<file path="src/rtl/mem_bus_arbiter.sv">
// mem_bus_arbiter
// Shares a single-port 256x16 RAM, a write-only LED register and a read-only
// switch port between two bus masters (r0 = cpu, r1 = loader/debug master).
// Owns address decode, arbitration, write steering and the one-cycle read
// return path.
// Optional feature macro: ARB_RR_EN
//   defined   -> round-robin arbitration on simultaneous requests
//   undefined -> fixed priority r0 > r1 with a starvation breaker for r1

module mem_bus_arbiter #(
   parameter int         STARVE_MAX = 4,
   parameter logic [8:0] LED_ADDR   = 9'h100,
   parameter logic [8:0] SW_ADDR    = 9'h140
) (
   input  logic        clk,
   input  logic        reset,
   input  logic [1:0]  r0_cmd,
   input  logic [8:0]  r0_addr,
   input  logic [15:0] r0_wdata,
   output logic        r0_gnt,
   output logic        r0_rvalid,
   output logic [15:0] r0_rdata,
   input  logic [1:0]  r1_cmd,
   input  logic [8:0]  r1_addr,
   input  logic [15:0] r1_wdata,
   output logic        r1_gnt,
   output logic        r1_rvalid,
   output logic [15:0] r1_rdata,
   output logic [7:0]  ram_addr,
   output logic        ram_write,
   output logic [15:0] ram_din,
   input  logic [15:0] ram_dout,
   input  logic [7:0]  sw,
   output logic [8:0]  led
);

   localparam logic [1:0] CMD_WRITE = 2'b01;
   localparam logic [1:0] CMD_READ  = 2'b10;

   // Per-cycle arbitration outcome; the registered copy doubles as the
   // "who owns the pending read" tag for the next cycle.
   typedef enum logic [1:0] {
      IDLE   = 2'd0,
      GRANT0 = 2'd1,
      GRANT1 = 2'd2
   } arbState_t;

   // Where the data for a pending read comes from.
   typedef enum logic [1:0] {
      SRC_ZERO = 2'd0,
      SRC_RAM  = 2'd1,
      SRC_SW   = 2'd2
   } readSrc_t;

   arbState_t   state_d, state_q;
   logic        pendValid_d, pendValid_q;
   readSrc_t    pendSrc_d, pendSrc_q;
   logic [8:0]  led_d, led_q;
   logic [7:0]  swCap_q;

   logic        r0Req, r1Req;
   logic        conflictToR1;
   logic [1:0]  winCmd;
   logic [8:0]  winAddr;
   logic [15:0] winWdata;
   logic        winWrite, winRead;
   logic [15:0] readMux;

`ifdef ARB_RR_EN
   arbState_t   lastWin_d, lastWin_q;
`else
   localparam int CNT_W = $clog2(STARVE_MAX + 1);
   logic [CNT_W-1:0] starveCnt_d, starveCnt_q;
`endif

   // Only write and read are real requests; 00 and 11 are ignored
   always_comb begin
      r0Req = (r0_cmd == CMD_WRITE) || (r0_cmd == CMD_READ);
      r1Req = (r1_cmd == CMD_WRITE) || (r1_cmd == CMD_READ);
   end

`ifdef ARB_RR_EN
   // On a conflict, the master that did not win last time goes first
   always_comb begin
      conflictToR1 = (lastWin_q == GRANT0);
   end
`else
   // On a conflict r0 wins unless r1 has been starved long enough
   always_comb begin
      conflictToR1 = (starveCnt_q == CNT_W'(STARVE_MAX));
   end
`endif

   // Pick this cycle's winner; nobody is granted while reset is held
   always_comb begin
      state_d = IDLE;
      if (!reset) begin
         if (r0Req && r1Req) begin
            state_d = conflictToR1 ? GRANT1 : GRANT0;
         end else if (r0Req) begin
            state_d = GRANT0;
         end else if (r1Req) begin
            state_d = GRANT1;
         end
      end
   end

   // Steer the winner onto the RAM/LED side and prepare the read tag
   always_comb begin
      winCmd      = 2'b00;
      winAddr     = 9'h000;
      winWdata    = 16'h0000;
      case (state_d)
         GRANT0: begin
            winCmd   = r0_cmd;
            winAddr  = r0_addr;
            winWdata = r0_wdata;
         end
         GRANT1: begin
            winCmd   = r1_cmd;
            winAddr  = r1_addr;
            winWdata = r1_wdata;
         end
         default: begin
         end
      endcase

      winWrite  = (winCmd == CMD_WRITE);
      winRead   = (winCmd == CMD_READ);

      r0_gnt    = (state_d == GRANT0);
      r1_gnt    = (state_d == GRANT1);
      ram_addr  = winAddr[7:0];
      ram_write = winWrite && !winAddr[8];
      ram_din   = winWdata;

      led_d = led_q;
      if (winWrite && (winAddr == LED_ADDR)) begin
         led_d = winWdata[8:0];
      end

      pendValid_d = winRead;
      if (!winAddr[8]) begin
         pendSrc_d = SRC_RAM;
      end else if (winAddr == SW_ADDR) begin
         pendSrc_d = SRC_SW;
      end else begin
         pendSrc_d = SRC_ZERO;
      end
   end

`ifdef ARB_RR_EN
   // Remember the most recent winner; idle cycles leave it alone
   always_comb begin
      lastWin_d = (state_d == IDLE) ? lastWin_q : state_d;
   end
`else
   // Count cycles r1 asks and loses; any r1 grant or idle r1 clears it
   always_comb begin
      starveCnt_d = '0;
      if (r1Req && (state_d != GRANT1)) begin
         starveCnt_d = starveCnt_q + CNT_W'(1);
      end
   end
`endif

   // State, read tag, LED register and switch snapshot
   always_ff @(posedge clk) begin
      if (reset) begin
         state_q     <= IDLE;
         pendValid_q <= 1'b0;
         pendSrc_q   <= SRC_ZERO;
         led_q       <= 9'h000;
         swCap_q     <= 8'h00;
`ifdef ARB_RR_EN
         lastWin_q   <= GRANT1;
`else
         starveCnt_q <= '0;
`endif
      end else begin
         state_q     <= state_d;
         pendValid_q <= pendValid_d;
         pendSrc_q   <= pendSrc_d;
         led_q       <= led_d;
         swCap_q     <= sw;
`ifdef ARB_RR_EN
         lastWin_q   <= lastWin_d;
`else
         starveCnt_q <= starveCnt_d;
`endif
      end
   end

   // Return read data one cycle after the grant, to the master that won it
   always_comb begin
      case (pendSrc_q)
         SRC_RAM: readMux = ram_dout;
         SRC_SW:  readMux = {8'h00, swCap_q};
         default: readMux = 16'h0000;
      endcase
      r0_rvalid = pendValid_q && (state_q == GRANT0) && !reset;
      r1_rvalid = pendValid_q && (state_q == GRANT1) && !reset;
      r0_rdata  = r0_rvalid ? readMux : 16'h0000;
      r1_rdata  = r1_rvalid ? readMux : 16'h0000;
      led       = led_q;
   end

endmodule

</file>
<file path="config.mk">
export PLATFORM = sky130hd
export DESIGN_NAME = mem_bus_arbiter
export DESIGN_NICKNAME = d
export VERILOG_FILES = /design/src/rtl/mem_bus_arbiter.sv
export SDC_FILE = /design/constraint.sdc
export NUM_CORES = 1
export LEC_CHECK = 0
export CAP_MARGIN = 20
export CORE_UTILIZATION = 31
export DETAILED_ROUTE_END_ITERATION = 8
export PLACE_DENSITY_LB_ADDON = 0.2
export SLEW_MARGIN = 30
export SYNTH_ARGS = -nofsm -noshare
export SYNTH_HDL_FRONTEND = slang
export SYNTH_SLANG_ARGS = --single-unit
</file>
<file path="constraint.sdc">
create_clock -name clk -period 3.4 [get_ports clk]
set_input_delay 0.68 -clock clk [delete_from_list [all_inputs] [get_ports clk]]
set_output_delay 0.68 -clock clk [all_outputs]
set_load 0.005 [all_outputs]
</file>
# [Word level (Yosys, flattened, before mapping)]
# Index checks and enable logic that the tools add are counted.
[word_totals] ff_bits=25 in_bits=80 output_inout_bits=70 word_cells=53
[classes] n_addsub=1 n_eq_ne=16 mux=13 n_bitwise=2 reduce_logical=14
[op_table] op="16-bit one-hot mux with 2 select lines" count=2
[op_table] op="16-bit two-way mux" count=2
[op_table] op="9-bit == test (second input constant)" count=2
[op_table] op="9-bit one-hot mux with 2 select lines" count=1
[op_table] op="2-bit by 1-bit == test with 1-bit output (second input constant)" count=6
[op_table] op="2-bit == test (second input constant)" count=6
[op_table] op="2-bit two-way mux" count=6
[op_table] op="1-bit logical AND" count=8
[op_table] op="2-bit one-hot mux with 2 select lines" count=1
[op_table] op="2-bit OR reduction" count=2
[op_table] op="3-bit by 1-bit adder with 3-bit output (second input constant)" count=1
[op_table] op="3-bit == test (second input constant)" count=1
[op_table] op="1-bit zero test" count=2
[op_table] op="1-bit logical OR" count=2
[op_table] op="2-bit != test (second input constant)" count=1
[op_table] op="1-bit NOT" count=2
[op_table] op="1-bit two-way mux" count=1

# [Longest topological paths before layout]
[depth] depth_word=11 depth_mapped=13 depth_no_buf=11

# [Worst setup path after synthesis]
# Ideal clock, no wire load.
[synth_timing] kind="input port to output port" from="in reset" to="out ram_addr[0]" t_arrival_ps=2465 required_ps=2720 setup_slack_ps=255 cell_stages=9 n_path_buf=5 path_cell_list="clkbuf_1 -> buf_1 -> nor2_1 -> inv_1 -> ha_1 -> clkbuf_1 -> buf_1 -> clkbuf_1 -> nor2_1"
[synth_between] elab_chain_len=3 word_cells_on_any_way=4 cone_classes="2 x eq/ne; 2 x mux"
[synth_lines] element="from (decl)" line="16" source="input logic reset,"
[synth_lines] element="2-bit two-way mux (*)" line="97" source="if (!reset) begin"
[synth_lines] element="named net state_d[0]" line="55" source="arbState_t state_d, state_q;"
[synth_lines] element="2-bit == test or 2-bit by 1-bit == test with 1-bit output (tied branches)" line="113" source="case (state_d)"
[synth_lines] element="9-bit one-hot mux with 2 select lines (*)" line="113"
[synth_lines] element="to (decl)" line="29" source="output logic [7:0] ram_addr,"
# Mark *: on every way through the listed nets, which the timed path passes. The rest lies on a longest branch.

# [Worst setup path in the final report]
[layout_timing] from="in r1_cmd[0]" to="out ram_din[13]"
[layout_between] word_cells_on_any_way=11 cone_classes="4 x eq/ne; 5 x mux; 2 x reduce/logical"
[layout_rtl] element="from (decl)" line="23" source="input logic [1:0] r1_cmd,"
[layout_rtl] element="2-bit by 1-bit == test with 1-bit output or 2-bit == test (tied branches)" line="79" source="r1Req = (r1_cmd == CMD_WRITE) || (r1_cmd == CMD_READ);"
[layout_rtl] element="1-bit logical OR (*)" line="79"
[layout_rtl] element="1-bit logical AND (*)" line="98" source="if (r0Req && r1Req) begin"
[layout_rtl] element="2-bit two-way mux (*)" line="98"
[layout_rtl] element="2-bit two-way mux (*)" line="97"
[layout_rtl] element="named net state_d[0]" line="55"
[layout_rtl] element="2-bit == test or 2-bit by 1-bit == test with 1-bit output (tied branches)" line="113"
[layout_rtl] element="16-bit one-hot mux with 2 select lines (*)" line="113"
[layout_rtl] element="to (decl)" line="31" source="output logic [15:0] ram_din,"
# Marks and branches as above.

==> flow_summary.html <==
<table>
<tr><th>Metric</th><th>Value</th></tr>
<tr><th colspan="2">Power and ir drop</th></tr>
<tr><td>Maximum VDD drop</td><td>199 uV</td></tr>
<tr><td>Fraction of power spent switching nets</td><td>28.5%</td></tr>
<tr><td>Sw power</td><td>237 uW</td></tr>
<tr><td>Internal power</td><td>595 uW</td></tr>
<tr><td>Leakage power figure</td><td>1.49 nW</td></tr>
<tr><td>Sequential share of power</td><td>36.8%</td></tr>
<tr><td>PD cells</td><td>224 nW/um^2</td></tr>
<tr><td>Clock power frac</td><td>21.9%</td></tr>
<tr><td>Comb pwr share</td><td>41.3%</td></tr>
<tr><td>Total power</td><td>832 uW</td></tr>
<tr><th colspan="2">STA</th></tr>
<tr><td>Number of setup violations in the final report</td><td>0</td></tr>
<tr><td>Worst-case headroom to the max-slew limit</td><td>63.8%</td></tr>
<tr><td>Fraction of the cycle the final worst path needs</td><td>96.9%</td></tr>
<tr><td>Final Slew Violations</td><td>0</td></tr>
<tr><td>Max Clock Skew</td><td>0.00761 ns</td></tr>
<tr><td>Worst path setup slack after routing</td><td>0.105 ns</td></tr>
<tr><td>Summed negative setup slack over all endpoints</td><td>0 ns</td></tr>
<tr><td>Hold violation total from the final report</td><td>0</td></tr>
<tr><td>FMAX</td><td>304 MHz</td></tr>
<tr><td>Unrepaired setup endpoints after global routing</td><td>no</td></tr>
<tr><td>WHS</td><td>0.452 ns</td></tr>
<tr><td>Final Critical Period</td><td>3.29 ns</td></tr>
<tr><td>Slew at the pin closest to its max-slew limit</td><td>0.543 ns</td></tr>
<tr><th colspan="2">Setup path</th></tr>
<tr><td>Critical Path End Type</td><td>output port</td></tr>
<tr><td>Peak fanout along the critical path</td><td>8</td></tr>
<tr><td>Register-to-Register Path Depth</td><td>14</td></tr>
<tr><td>R2R Setup Slk</td><td>0.49 ns</td></tr>
<tr><td>Arrival time at the worst endpoint</td><td>2.61 ns</td></tr>
<tr><td>Crit path kind</td><td>in2out</td></tr>
<tr><td>Endpoint of the worst register-to-register path</td><td>led[2]$_SDFFE_PP0P_</td></tr>
<tr><td>Startpoint type of the worst setup path</td><td>input pin</td></tr>
<tr><td>CP Data Required Time</td><td>2.72 ns</td></tr>
<tr><td>Startpoint of the most critical register-to-register path</td><td>starveCnt_q[0]$_SDFF_PP0_</td></tr>
<tr><th colspan="2">Placement</th></tr>
<tr><td>Worst setup slack after placement</td><td>-0.380 ns</td></tr>
<tr><td>Sum of net half-perimeters after detailed placement</td><td>4.90 mm</td></tr>
<tr><td>DP Area</td><td>3400 sq um</td></tr>
<tr><td>Final weighted congestion in routability-driven placement</td><td>0.759</td></tr>
<tr><td>Port bufs</td><td>149</td></tr>
<tr><th colspan="2">Clock network</th></tr>
<tr><td>CTS sink cnt</td><td>25</td></tr>
<tr><td>Max H-tree Level</td><td>1</td></tr>
<tr><td>Max Buffers Root-to-Sink</td><td>2</td></tr>
<tr><td>Clock edge transition at the registers on the reported setup and hold paths</td><td>0.09 ns</td></tr>
<tr><td>TritonCTS Buffers</td><td>3</td></tr>
<tr><td>Clock latency on the worst-skew pair</td><td>0.28 ns</td></tr>
<tr><td>Hold-fix buffers, CTS</td><td>0</td></tr>
<tr><td>Clock tree from TritonCTS</td><td>done</td></tr>
<tr><td>Root Buffer Master</td><td>clkbuf_8</td></tr>
<tr><th colspan="2">Min path</th></tr>
<tr><td>Hold EP</td><td>starveCnt_q[0]$_SDFF_PP0_</td></tr>
<tr><td>Critical hold path startpoint</td><td>starveCnt_q[0]$_SDFF_PP0_</td></tr>
<tr><td>Worst hold path cell count</td><td>1</td></tr>
<tr><td>Hold/Removal Path Class</td><td>reg2reg</td></tr>
<tr><th colspan="2">Die</th></tr>
<tr><td>Number of ports placed on the die boundary</td><td>150</td></tr>
<tr><td>Die width</td><td>75.4 um</td></tr>
<tr><td>Core Region</td><td>5140 sq um</td></tr>
<tr><td>Number of placement rows</td><td>26</td></tr>
<tr><td>Starting Density</td><td>32.4%</td></tr>
<tr><td>Die H</td><td>75.4 um</td></tr>
<tr><td>Overall die area</td><td>5680 sq um</td></tr>
<tr><th colspan="2">Detailed routing</th></tr>
<tr><td>Router iterations before antenna repair</td><td>4</td></tr>
<tr><td>Number of nets with antenna violations after routing</td><td>0</td></tr>
<tr><td>Final Routed Wirelength</td><td>6.39 mm</td></tr>
<tr><td>Highest Signal Layer</td><td>met4</td></tr>
<tr><td>Residual DRC</td><td>0</td></tr>
<tr><td>Routed met2 length</td><td>3.33 mm</td></tr>
<tr><td>Total via count in the routed design</td><td>2218</td></tr>
<tr><td>Iteration-0 DRC Markers</td><td>76</td></tr>
<tr><td>DR vias/cell</td><td>4.72</td></tr>
<tr><td>Post-detailed-route wirelength per cell</td><td>13.6 um</td></tr>
<tr><td>Met3 routed wirelength</td><td>455 um</td></tr>
<tr><td>Wire length on met1</td><td>2.56 mm</td></tr>
<tr><th colspan="2">Global routing</th></tr>
<tr><td>Largest net degree at the start of global routing</td><td>34</td></tr>
<tr><td>Antenna violations before repair</td><td>0</td></tr>
<tr><td>GRT Overall Usage</td><td>21.8%</td></tr>
<tr><td>Wire length of the first global-routing pass</td><td>9.78 mm</td></tr>
<tr><td>Via count of the first global-routing pass</td><td>2184</td></tr>
<tr><td>Total overflow reported by the global router</td><td>0</td></tr>
<tr><th colspan="2">Layout</th></tr>
<tr><td>Cell area after layout</td><td>3720 sq um</td></tr>
<tr><td>Area growth, synth to finish</td><td>123%</td></tr>
<tr><td>Total Nets Final</td><td>487</td></tr>
<tr><td>Share of final-layout standard cells stronger than drive strength 1</td><td>20.3%</td></tr>
<tr><td>Antenna Cells</td><td>0</td></tr>
<tr><th colspan="2">Synth</th></tr>
<tr><td>Yosys warns</td><td>0</td></tr>
<tr><td>Netlist area before placement</td><td>1670 sq um</td></tr>
<tr><td>Flip-flop cell with the highest count after synthesis</td><td>dfxtp_1</td></tr>
<tr><td>Number of nets produced by synthesis</td><td>308</td></tr>
<tr><td>Share of synthesized flip-flops with an asynchronous set or reset</td><td>0%</td></tr>
<tr><td>Sequential fraction of the synthesis area</td><td>30.0%</td></tr>
<tr><td>Count of unique library cells instantiated by Yosys</td><td>27</td></tr>
<tr><td>Avg Cell Area, Syn</td><td>7.51 sq um</td></tr>
<tr><td>Post-synth EDFFs</td><td>0</td></tr>
<tr><td>Number of instances in the synthesized netlist</td><td>222</td></tr>
<tr><td>Number of synthesized register bits</td><td>25</td></tr>
<tr><th colspan="2">Flow run</th></tr>
<tr><td>Reported max-cap violation count</td><td>0</td></tr>
<tr><th colspan="2">Outcome</th></tr>
<tr><td>Outcome</td><td>completed</td></tr>
</table>
layout make-up:
cell class              count  area (sq um)
clock buffers               3          41.3
clock inverters             1          7.51
fillers                   430          1420
inverters                  10          37.5
multi-input cells         167          1150
flip-flops and latches     25           500
well taps                  70          87.6
repair buffers            194          1890
worst max path at each step:
stage,start,to,slack (ns),cells past startpoint
floorplan,reset,ram_addr[0],0.25,9
global placement,r0_cmd[1],led[2]$_SDFFE_PP0P_,-0.29,13
detailed placement,r0_cmd[1],led[2]$_SDFFE_PP0P_,-0.38,13
CTS,r0_cmd[1],ram_addr[7],0.06,9
global route,r1_cmd[0],ram_din[0],0.00002,10
finish,r1_cmd[0],ram_din[13],0.11,10
metal layers:
| layer | GRT usage (%) | up-vias |
|---|---|---|
| met3 | 5.95 | 4 |
| met4 | 4.12 | 0 |
| met2 | 40.5 | 80 |
| met1 | 25.2 | 1006 |
| met5 | 0 | - |
| li1 | - | 1128 |
timing repair:
item | in CTS | in global routing
endpoints found under the hold margin | 0 | 0
setup buffers | 5 | 5
setup endpoints to repair | 36 | 25
cloned | 0 | 1
resized for setup | 35 | 9
pin swaps | 8 | 4
stage by stage:
step	utilization, %	cells
after floorplan	-	222
after global placement	66.2	455
after detailed placement	66.2	455
after CTS	70.6	464
after global routing	72.3	470
final	72.3	470
power groups by stage:
stage	combinational (mW)	clock (mW)	sequential, mW
final	0.343	0.182	0.306
after global routing	0.372	0.200	0.307
after CTS	0.329	0.188	0.306
after detailed placement	0.295	0	0.313
after global placement	0.291	0	0.313
after floorplan	0.110	0	0.312
cell usage in the layout (no fill, tap or decap), drive strengths merged, types with 2 or more instances in the layout:
cell,instances
a211oi,2
a22o,2
a22oi,33
buf,44
clkbuf,4
clkdlybuf4s50,138
dfxtp,25
dlygate4sd2,5
dlymetal6s2s,6
ha,6
inv,10
mux2,9
nand2,9
nand3,2
nand3b,2
nor2,47
nor2b,18
nor3,25
nor4,2
o21ai,2
xnor2,2
registers in the layout, summed over array words and instances, names as in the netlist:
signal	count
pendSrc_q	2
pendValid_q	1
state_q	2
starveCnt_q	3
led	9
swCap_q	8
logic make-up after synthesis:
kind of cell,synth area share [%]
compound gates,18.2
buf+inv,8.33
simple gates,31.3
xor+xnor,1.58
fa+ha+maj,4.50
flops,30.0
mux,6.08
synth_stat cells, drive strengths merged, types with 6 or more instances:
| master | instances | area share, % |
|---|---|---|
| mux2 | 9 | 6.1 |
| inv | 10 | 2.3 |
| nor2b | 18 | 6.8 |
| nor2 | 47 | 11 |
| dfxtp | 25 | 30 |
| buf | 7 | 3.2 |
| nor3 | 25 | 7.5 |
| ha | 6 | 4.5 |
| clkbuf | 13 | 2.9 |
| nand2 | 9 | 2.0 |
| a22oi | 33 | 15 |
critical path: stages:
cell and delay [ns]:
dlygate4sd2_1 0.27, xnor2_2 0.24, o21ai_2 0.11, nor2_2 0.12
buf_4 0.14, ha_4 0.20, clkbuf_16 0.18, a22oi_1 0.06
nor2_1 0.09, clkdlybuf4s50_1 0.52
(Power assumes the default switching activity.)
